<file path="src/rtl/transmitter_burst_ctrl.sv">
// Burst sequencer for an I2C byte transmitter.
// A host loads a size, a burst count and up to eight bytes through a small
// register port. A start then replays buf[0..size-1] Tburst times. A one-cycle
// gap separates bursts, and a one-cycle done pulse closes the sequence.
// All state changes on the falling edge of clk.
module transmitter_burst_ctrl (
    input  logic       clk,
    input  logic       rst_n,
    input  logic       Twrite,
    input  logic [3:0] Taddr,
    input  logic [7:0] Tdata,
    input  logic       tx_ready,
    output logic [7:0] tx_data,
    output logic       tx_valid,
    output logic       busy,
    output logic       done,
    output logic [7:0] dataout1,
    output logic [7:0] dataout2
);

    typedef enum logic [1:0] {
        IDLE = 2'd0,
        SEND = 2'd1,
        GAP  = 2'd2,
        DONE = 2'd3
    } state_t;

    localparam logic [3:0] ADDR_SIZE  = 4'd1;
    localparam logic [3:0] ADDR_BURST = 4'd2;
    localparam logic [3:0] ADDR_CTRL  = 4'd3;
    localparam logic [3:0] ADDR_PUSH  = 4'd4;

    state_t      state;
    logic [7:0]  tsize;
    logic [7:0]  tburst;
    logic [2:0]  wptr;
    logic [2:0]  index;
    logic [7:0]  burst_cnt;
    logic [7:0]  mem [0:7];

    logic        idle;
    logic        wr_size;
    logic        wr_burst;
    logic        wr_push;
    logic        wr_clear;
    logic        start;
    logic [3:0]  eff_size;
    logic        index_last;

    // Register writes are only honoured while the sequencer is idle, except
    // the start bit, which the FSM itself qualifies with IDLE.
    assign idle     = (state == IDLE);
    assign wr_size  = Twrite && (Taddr == ADDR_SIZE)  && idle;
    assign wr_burst = Twrite && (Taddr == ADDR_BURST) && idle;
    assign wr_push  = Twrite && (Taddr == ADDR_PUSH)  && idle;
    assign wr_clear = Twrite && (Taddr == ADDR_CTRL)  && Tdata[1] && idle;
    assign start    = Twrite && (Taddr == ADDR_CTRL)  && Tdata[0];

    // Clamp the programmed size into the 1..8 range the buffer supports.
    // NOTE: every branch assigns eff_size, so this block stays combinational and infers no latch.
    always_comb begin
        if (tsize == 8'd0) begin
            eff_size = 4'd1;
        end else if (tsize > 8'd8) begin
            eff_size = 4'd8;
        end else begin
            eff_size = tsize[3:0];
        end
    end

    assign index_last = ({1'b0, index} == (eff_size - 4'd1));

    // Byte buffer: written only by pushes, read by the sequencer.
    // NOTE: the buffer has no reset; its contents are don't-care until pushed, and leaving it unreset lets it map to plain storage.
    always_ff @(negedge clk) begin
        if (wr_push) begin
            mem[wptr] <= Tdata;
        end
    end

    // Configuration registers, write pointer, readback and sequencer FSM with registered outputs.
    // NOTE: non-blocking assignments throughout, so every register samples the values from before this edge.
    always_ff @(negedge clk or negedge rst_n) begin
        if (!rst_n) begin
            state     <= IDLE;
            tsize     <= 8'd0;
            tburst    <= 8'd0;
            wptr      <= 3'd0;
            index     <= 3'd0;
            burst_cnt <= 8'd0;
            dataout1  <= 8'd0;
            dataout2  <= 8'd0;
            tx_data   <= 8'd0;
            tx_valid  <= 1'b0;
            busy      <= 1'b0;
            done      <= 1'b0;
        end else begin
            dataout1 <= tsize;
            dataout2 <= tburst;

            if (wr_size) begin
                tsize <= Tdata;
            end
            if (wr_burst) begin
                tburst <= Tdata;
            end
            if (wr_clear) begin
                wptr <= 3'd0;
            end else if (wr_push) begin
                wptr <= wptr + 3'd1;
            end

            case (state)
                IDLE: begin
                    if (start) begin
                        busy <= 1'b1;
                        if (tburst != 8'd0) begin
                            state     <= SEND;
                            index     <= 3'd0;
                            burst_cnt <= 8'd0;
                            tx_valid  <= 1'b1;
                            tx_data   <= mem[0];
                        end else begin
                            state <= DONE;
                            done  <= 1'b1;
                        end
                    end
                end

                SEND: begin
                    if (tx_ready) begin
                        if (!index_last) begin
                            index   <= index + 3'd1;
                            tx_data <= mem[index + 3'd1];
                        end else begin
                            index     <= 3'd0;
                            burst_cnt <= burst_cnt + 8'd1;
                            tx_valid  <= 1'b0;
                            if (burst_cnt + 8'd1 == tburst) begin
                                state <= DONE;
                                done  <= 1'b1;
                            end else begin
                                state <= GAP;
                            end
                        end
                    end
                end

                GAP: begin
                    state    <= SEND;
                    tx_valid <= 1'b1;
                    tx_data  <= mem[index];
                end

                DONE: begin
                    state <= IDLE;
                    done  <= 1'b0;
                    busy  <= 1'b0;
                end

                default: begin
                    state <= IDLE;
                end
            endcase
        end
    end

endmodule

</file>
<file path="config.mk">
export PLATFORM = sky130hd
export DESIGN_NAME = transmitter_burst_ctrl
export DESIGN_NICKNAME = d
export VERILOG_FILES = /design/src/rtl/transmitter_burst_ctrl.sv
export SDC_FILE = /design/constraint.sdc
export NUM_CORES = 1
export LEC_CHECK = 0
export BUFFER_PORTS_ARGS = -buffer_cell sky130_fd_sc_hd__buf_4
export CORE_MARGIN = 8
export CORE_UTILIZATION = 40
export CTS_BUF_LIST = sky130_fd_sc_hd__clkbuf_2 sky130_fd_sc_hd__clkbuf_4 sky130_fd_sc_hd__clkbuf_8
export CTS_CLUSTER_SIZE = 14
export DETAILED_ROUTE_END_ITERATION = 16
export PLACE_DENSITY_LB_ADDON = 0.3
export SLEW_MARGIN = 5
export SYNTH_ARGS = -nofsm -noshare
export SYNTH_HDL_FRONTEND = slang
export SYNTH_SLANG_ARGS = --single-unit
</file>
<file path="constraint.sdc">
create_clock -name clk -period 3 [get_ports clk]
set_input_delay 0.3 -clock clk [delete_from_list [all_inputs] [get_ports clk]]
set_output_delay 0.3 -clock clk [all_outputs]
set_load 0.05 [all_outputs]
</file>
==> summary.md, run 1 <==
| Metric | Value |
|---|---|
| Clk root buf | `clkbuf_8` |
| TritonCTS buffer count | `17` |
| Die height | `138.8 µm` |
| Psw | `3200 µW` |
| Post-placement cell area | `6932 µm²` |
| Drt wl/cell | `18.08 µm` |
| Fmax | `321.3 MHz` |
| Worst vdd ir | `0.3548 mV` |
| Measured slew at the worst slew-check pin | `0.6108 ns` |
| Pwr Total | `7593 µW` |
| IO Port Bufs | `42` |
| Yosys reg bits | `123` |
| Reg clk slew, reported paths | `0.06 ns` |
| Area of the core | `14,980 µm²` |
| Distinct cells, synth | `62` |
| Area of the mapped netlist | `6027 µm²` |
| Critical Path, Cell by Cell | `or4_4 -> nor2_4 -> nand2_2 -> ha_4 -> xor2_2 -> or3b_4 -> o32ai_4 -> nand2b_4 -> and2_4 -> mux2_4` |
| Fin crit share | `103.8%` |
| Failing checks | `negative setup slack` |
| CP Depth | `10` |
| Via-to-Cell Ratio | `5.269` |
| Share of power burned in registers | `31.8%` |
| Routability Congestion | `0.8190` |
| Final setup viols | `19` |
| Max_cap viols | `0` |
| Clock buffer depth | `2` |
| Post-layout min period | `3.113 ns` |
| Hold depth | `0` |
| Share of cells above drive strength 1 | `39.41%` |
| Worst Hold Margin | `0.3866 ns` |
| Clock Power Share | `24.1%` |
| Worst reg-to-reg path cell count | `10` |
| ANT cells | `0` |
| Pin count of the biggest net entering global routing | `36` |
| Setup CP Type | `reg -> reg` |
| Htree depth | `4` |
| First-pass GRT wire length | `22,380 µm` |
| EDFF count, synth | `64` |
| Crit. End Element | `register` |
| Syn Area/Cell | `14.28 µm²` |
| Final core occ | `51.00%` |
| Commonest cells after routing, fill and taps aside | `buf_4 (76), inv_1 (73), edfxtp_1 (64), dfrtn_1 (59)` |
| Layout Nets | `593` |
| Row count | `45` |
| Placed wire-length estimate | `9613 µm` |
| Data required, critical path | `4.74 ns` |
| Final wirelength | `13,900 µm` |
| Die X | `138.8 µm` |
| Worst endpoint data arrival time | `4.86 ns` |
| Register area share after synthesis | `56.38%` |
| RSZ-0062 raised after global routing | `yes` |
| Area Overhead vs Synth | `26.74%` |
| Cells taking the most area after synthesis | `edfxtp_1 (32%), dfrtn_1 (24%), mux4_2 (12%), mux2_2 (6.0%), ha_1 (1.9%)` |
| Final Hold Viols | `0` |
| Post-CTS Hold Buffers | `0` |
| Synth area leader | `edfxtp_1` |
| Syn Inst Count | `422` |
| Final Instance Area | `7639 µm²` |
| Post-synth top area share | `31.89%` |
| Switching fraction of total power | `42.14%` |
| Total global routing overflow | `0` |
| Combinational group share of total power | `44.1%` |
| Die area | `19,250 µm²` |
| Synth Flop Type | `edfxtp_1` |
| Hold WC Path Type | `reg -> reg` |
| First-pass DRT Iterations | `4` |
| Crit path launch type | `register` |
| Pwr/cell area | `994.0 nW/µm²` |
| Final ANT Viol Nets | `0` |
| Clock sinks | `123` |
| Slew Limit Fails | `0` |
| CTS tree | `yes` |
| Ports | `43` |
| Slack of the critical path | `-0.1127 ns` |
| Syn. warnings | `0` |
| DRC | `0` |
| Run status | `finished, violations left` |
| P_leak | `0.003227 µW` |
| Post-Route Skew | `0.07095 ns` |
| Initial antenna violation count | `0` |
| Clk_lat worst skew | `0.46 ns` |
| Starting Density | `40.24%` |
| Slowest CP cell | `or4_4` |
| Commonest non-fill, non-tap cell in the layout | `buf_4` |
| Gr usage total | `14.85%` |
| CP Max Fanout | `5` |
| Worst path max stage delay | `0.56 ns` |
| Syn_nets | `447` |
| Via Count | `4,052` |
| Vias in the first global route | `4,310` |
| Async SR Flop Fraction | `47.97%` |
| Int Pwr | `4393 µW` |
| Crit path max-delay family | `simple AND/OR/NAND/NOR gates` |
| WP buf/inv | `0` |
| Starting DRT DRC Count | `222` |
| Max-slew headroom | `58.91%` |
## metrics by stage
| step | TNS [ns] | cells | worst slack (ns) |
|---|---|---|---|
| after floorplan | -2.146 | 422 | -0.1716 |
| after global placement | -20.98 | 672 | -0.3506 |
| after detailed placement | -23.63 | 672 | -0.4439 |
| after CTS | -0.7640 | 769 | -0.1221 |
| after global routing | -3.505 | 769 | -0.2171 |
| final | -0.7556 | 769 | -0.1127 |
## power by group through the flow
stage / Sequential [µW] / Clock, µW / Combinational [µW]
floorplan: 2970 / 129 / 1810
global placement: 2430 / 129 / 3200
detailed placement: 2440 / 129 / 3250
CTS: 2420 / 1890 / 3320
global route: 2460 / 2020 / 3610
finish: 2420 / 1830 / 3350
## state kept, by name (all words and copies together), names as in the netlist
signal / count
burst_cnt: 8
dataout2: 8
mem: 64
busy: 1
wptr: 3
tburst: 8
tsize: 8
state: 2
tx_data: 8
index: 3
tx_valid: 1
dataout1: 8
done: 1
## area by class of cell
class	instances	area, µm²
clock inverter	79	412.9
inverter	9	33.78
clock buffer	17	234.0
tap	188	235.2
timing repair buffer	85	750.7
sequential	123	3398
multi-input combinational	268	2574
fill	1297	7338
## path summary, 6_finish.rpt
path                                       start                  endpoint  slack, ns
min in group asynchronous                  rst_n     dataout1[4]$_DFF_NN0_       1.22
setup / recovery            tsize[4]$_DFFE_NN0P_  burst_cnt[0]$_DFFE_NN0P_      -0.11
setup reg to reg            tsize[4]$_DFFE_NN0P_  burst_cnt[0]$_DFFE_NN0P_      -0.11
hold / removal             tburst[0]$_DFFE_NN0P_     dataout2[0]$_DFF_NN0_       0.39
max in group asynchronous                  rst_n     tburst[6]$_DFFE_NN0P_       1.26
hold reg to reg            tburst[0]$_DFFE_NN0P_     dataout2[0]$_DFF_NN0_       0.39
## what timing repair did
| item | in CTS | in global routing |
|---|---|---|
| pin swaps | 3 | 4 |
| setup buffers | 2 | 0 |
| endpoints found under the setup margin | 20 | 23 |
| resized for setup | 4 | 10 |
## cells by family after synthesis
logic type               Yosys count  synth area share [%]
AO/OA/AOI/OAI                     68                 8.325
XOR/XNOR                          16                 2.325
adder cells (fa/ha/maj)            9                 1.868
buffers and inverters             31                 2.782
flip-flops                       123                 56.38
multiplexers                      69                 18.79
AND/OR/NAND/NOR                  106                 9.529
## synth_stat cells, types with 5 or more instances
cell type  count
edfxtp_1      64
dfrtn_1       59
mux2_2        32
mux4_2        32
nand2_1       28
nor2_1        24
o21ai_0       18
clkbuf_1      10
inv_1         10
ha_1           9
o21ai_1        9
xnor2_1        9
a22oi_1        8
o21ai_2        8
nand3_1        7
xor2_1         7
buf_2          6
a21oi_1        5
nand2b_1       5
nor2b_1        5
nor3_1         5
o211ai_2       5
## metal layers
metal  global-route usage, %  up-vias  routed length, µm
li1                        -     1920                  -
met1                   17.59     2023               5946
met2                   24.60       90               7058
met3                   3.993       19                650
met4                   7.279        0                246
met5                       0        -                  0
Note: power is estimated with default switching activity, not from simulation.
==> inputs of run 2 (changes only) <==
--- a/config.mk
+++ b/config.mk
@@ -5,6 +5,7 @@
 export SDC_FILE = /design/constraint.sdc
 export NUM_CORES = 1
 export LEC_CHECK = 0
+export ABC_AREA = 0
 export BUFFER_PORTS_ARGS = -buffer_cell sky130_fd_sc_hd__buf_4
 export CORE_MARGIN = 8
 export CORE_UTILIZATION = 40
@@ -16,3 +17,4 @@
 export SYNTH_ARGS = -nofsm -noshare
 export SYNTH_HDL_FRONTEND = slang
 export SYNTH_SLANG_ARGS = --single-unit
+export TNS_END_PERCENT = 1
==> run 2 against run 1 <==
Critical path depth unchanged. Highest routed layer unchanged. Non-clock buffer count down 2. Register-to-register slack about the same. Cell count down 0.26%. The run still ends with negative setup slack left. Largest cell class unchanged. Maximum frequency down 0.25%.
==> summary.md, run 2 (synthesized netlist as in run 1, its figures left out) <==
| Metric | Value |
|---|---|
| Setup Fix Bufs, Post-CTS | `0 (-2)` |
| Critical Path, Cell by Cell | `or4_4 -> nor2_4 -> nand2_2 -> ha_4 -> xor2_2 -> or3b_4 -> o32ai_4 -> nand2b_1 -> and2_4 -> mux2_1` |
| Data required, critical path | `4.74 ns (about the same)` |
| Total global routing overflow | `0 (unchanged)` |
| Die X | `138.8 µm (unchanged)` |
| Starting Density | `40.24% (unchanged)` |
| Routability Congestion | `0.7960 (-2.8%)` |
| P_leak | `0.003201 µW (-0.80%)` |
| TritonCTS buffer count | `17 (unchanged)` |
| Die height | `138.8 µm (unchanged)` |
| ANT cells | `0 (unchanged)` |
| Max reg flops | `64 (unchanged)` |
| Post-layout min period | `3.121 ns (+0.007792 ns)` |
| CP Max Fanout | `5 (unchanged)` |
| Hold WC Path Type | `reg -> reg` |
| Starting DRT DRC Count | `192 (-14%)` |
| Crit path max-delay family | `simple AND/OR/NAND/NOR gates` |
| FF-to-FF setup slack | `-0.12 ns (about the same)` |
| Initial antenna violation count | `0 (unchanged)` |
| Clock sinks | `123 (unchanged)` |
| CTS tree | `yes` |
| Worst endpoint data arrival time | `4.86 ns (about the same)` |
| Slowest CP cell | `or4_4` |
| Worst Hold Margin | `0.3808 ns (-0.005793 ns)` |
| Commonest cells after routing, fill and taps aside | `buf_4 (82), inv_1 (73), edfxtp_1 (64), dfrtn_1 (59)` |
| Clk root buf | `clkbuf_8` |
| Worst path max stage delay | `0.55 ns (about the same)` |
| Gr usage total | `15.06% (+0.22 points)` |
| HP Start | `tburst[0]$_DFFE_NN0P_` |
| Int Pwr | `4294 µW (-2.2%)` |
| Final core occ | `50.07% (-0.94 points)` |
| Fin crit share | `104.0% (+0.26 points)` |
| Measured slew at the worst slew-check pin | `0.5930 ns (-0.01777 ns)` |
| Post-CTS Hold Buffers | `0 (unchanged)` |
| Row count | `45 (unchanged)` |
| Crit path launch type | `register` |
| DRC | `0 (unchanged)` |
| Clock buffer depth | `2 (unchanged)` |
| Final Hold Viols | `0 (unchanged)` |
| Vias in the first global route | `4,424 (+2.6%)` |
| Failing checks | `negative setup slack` |
| Crit. End Element | `register` |
| First-pass DRT Iterations | `5 (+1)` |
| Register bank with the most flops | `mem` |
| Setup CP Type | `reg -> reg` |
| Final setup viols | `21 (+2)` |
| Worst slack at placement | `-0.4556 ns (-0.01162 ns)` |
| Pwr/cell area | `1006 nW/µm² (+1.2%)` |
| Share of cells above drive strength 1 | `37.65% (-1.8 points)` |
| Max_cap viols | `0 (unchanged)` |
| First-pass GRT wire length | `22,710 µm (+1.5%)` |
| Die area | `19,250 µm² (unchanged)` |
| Via Count | `4,071 (+0.47%)` |
| WP buf/inv | `0 (unchanged)` |
| Worst reg-to-reg path cell count | `10 (unchanged)` |
| Ports | `43 (unchanged)` |
| Commonest non-fill, non-tap cell in the layout | `buf_4` |
| Post-Route Skew | `0.06178 ns (-0.009174 ns)` |
| Combinational group share of total power | `44.0% (about the same)` |
| Area Overhead vs Synth | `24.41%` |
| Final wirelength | `13,990 µm (+0.63%)` |
| Worst vdd ir | `0.3591 mV (+1.2%)` |
| Worst r2r dst | `burst_cnt[0]$_DFFE_NN0P_` |
| Hold depth | `0 (unchanged)` |
| Max-slew headroom | `60.10% (+1.2 points)` |
| Slack of the critical path | `-0.1205 ns (-0.007792 ns)` |
| Run status | `finished, violations left` |
| Final ANT Viol Nets | `0 (unchanged)` |
| Fmax | `320.5 MHz (-0.25%)` |
| Area of the core | `14,980 µm² (unchanged)` |
| Drt wl/cell | `18.24 µm (+0.89%)` |
| Slew Limit Fails | `0 (unchanged)` |
| Hold worst-path end | `dataout2[0]$_DFF_NN0_` |
| Reg clk slew, reported paths | `0.07 ns (about the same)` |
| Switching fraction of total power | `43.08% (+0.94 points)` |
| R2r startpoint | `tsize[5]$_DFFE_NN0P_` |
| Placed wire-length estimate | `9756 µm (+1.5%)` |
| RSZ-0062 raised after global routing | `yes` |
| IO Port Bufs | `42 (unchanged)` |
| Setup TNS | `-0.7665 ns (-0.01091 ns)` |
| Pin count of the biggest net entering global routing | `36 (unchanged)` |
| Htree depth | `4 (unchanged)` |
| Psw | `3250 µW (+1.6%)` |
| Clock Power Share | `24.1% (about the same)` |
| Share of power burned in registers | `31.9% (about the same)` |
| Clk_lat worst skew | `0.45 ns (about the same)` |
| Via-to-Cell Ratio | `5.308 (+0.73%)` |
| Layout Nets | `591 (-0.34%)` |
[run 2: cell types whose count changed in the layout (fill, tap and decap cells not counted), moves of 3 or more]
cell / change
nor2_2: -6
o21ai_1: -3
nor2_1: +6
buf_12: -8
buf_4: +6
clkinv_8: +4
[run 2: what timing repair did]
| item | 4_1_cts | 5_1_grt |
|---|---|---|
| pin swaps | 1 | 5 |
| endpoints found under the setup margin | 21 | 23 |
| gates cloned | 0 | 0 |
| gates resized for setup | 3 | 9 |
[run 2: metrics by stage]
| stage | power, µW | cells | instance area, µm² |
|---|---|---|---|
| after floorplan | 4886 | 422 | 6048 |
| after global placement | 5730 | 672 | 6789 |
| after detailed placement | 5814 | 672 | 6789 |
| after CTS | 7568 | 767 | 7458 |
| after global routing | 8032 | 767 | 7498 |
| final | 7545 | 767 | 7498 |
[run 2: worst max-delay path by stage]
stage	startpoint	end	slack, ns	cells past startpoint
floorplan	Taddr[2]	tx_data[0]$_DFFE_NN0P_	-0.17	8
CTS	tsize[6]$_DFFE_NN0P_	burst_cnt[0]$_DFFE_NN0P_	-0.09	10
detailed placement	Taddr[2]	tx_data[2]$_DFFE_NN0P_	-0.46	7
global route	tsize[5]$_DFFE_NN0P_	tx_valid$_DFFE_NN0P_	-0.25	10
global placement	Taddr[2]	tx_data[3]$_DFFE_NN0P_	-0.38	7
finish	tsize[5]$_DFFE_NN0P_	burst_cnt[0]$_DFFE_NN0P_	-0.12	10
[run 2: power groups by stage]
stage / sequential (µW) / combinational [µW] / clock [µW]
floorplan: 2960 / 1800 / 129
global placement: 2430 / 3170 / 129
global route: 2450 / 3570 / 2010
detailed placement: 2430 / 3250 / 129
CTS: 2410 / 3280 / 1870
finish: 2410 / 3320 / 1820
[run 2: layout make-up]
| class | count | area (µm²) |
|---|---|---|
| timing repair buffer | 83 | 635.6 |
| sequential | 123 | 3398 |
| inverter | 9 | 33.78 |
| multi-input combinational | 268 | 2535 |
| clock inverter | 79 | 426.7 |
| tap | 188 | 235.2 |
| fill | 1313 | 7478 |
| clock buffer | 17 | 234.0 |
[run 2: metal layers]
| layer | wire, µm | part of all wire [%] | up-vias | track usage (%) |
|---|---|---|---|---|
| met5 | 0 | 0 | - | 0 |
| met4 | 147 | 1.1 | 0 | 6.239 |
| met3 | 614 | 4.4 | 11 | 4.165 |
| met2 | 7204 | 52 | 108 | 25.45 |
| met1 | 6022 | 43 | 2044 | 17.79 |
| li1 | - | - | 1908 | - |
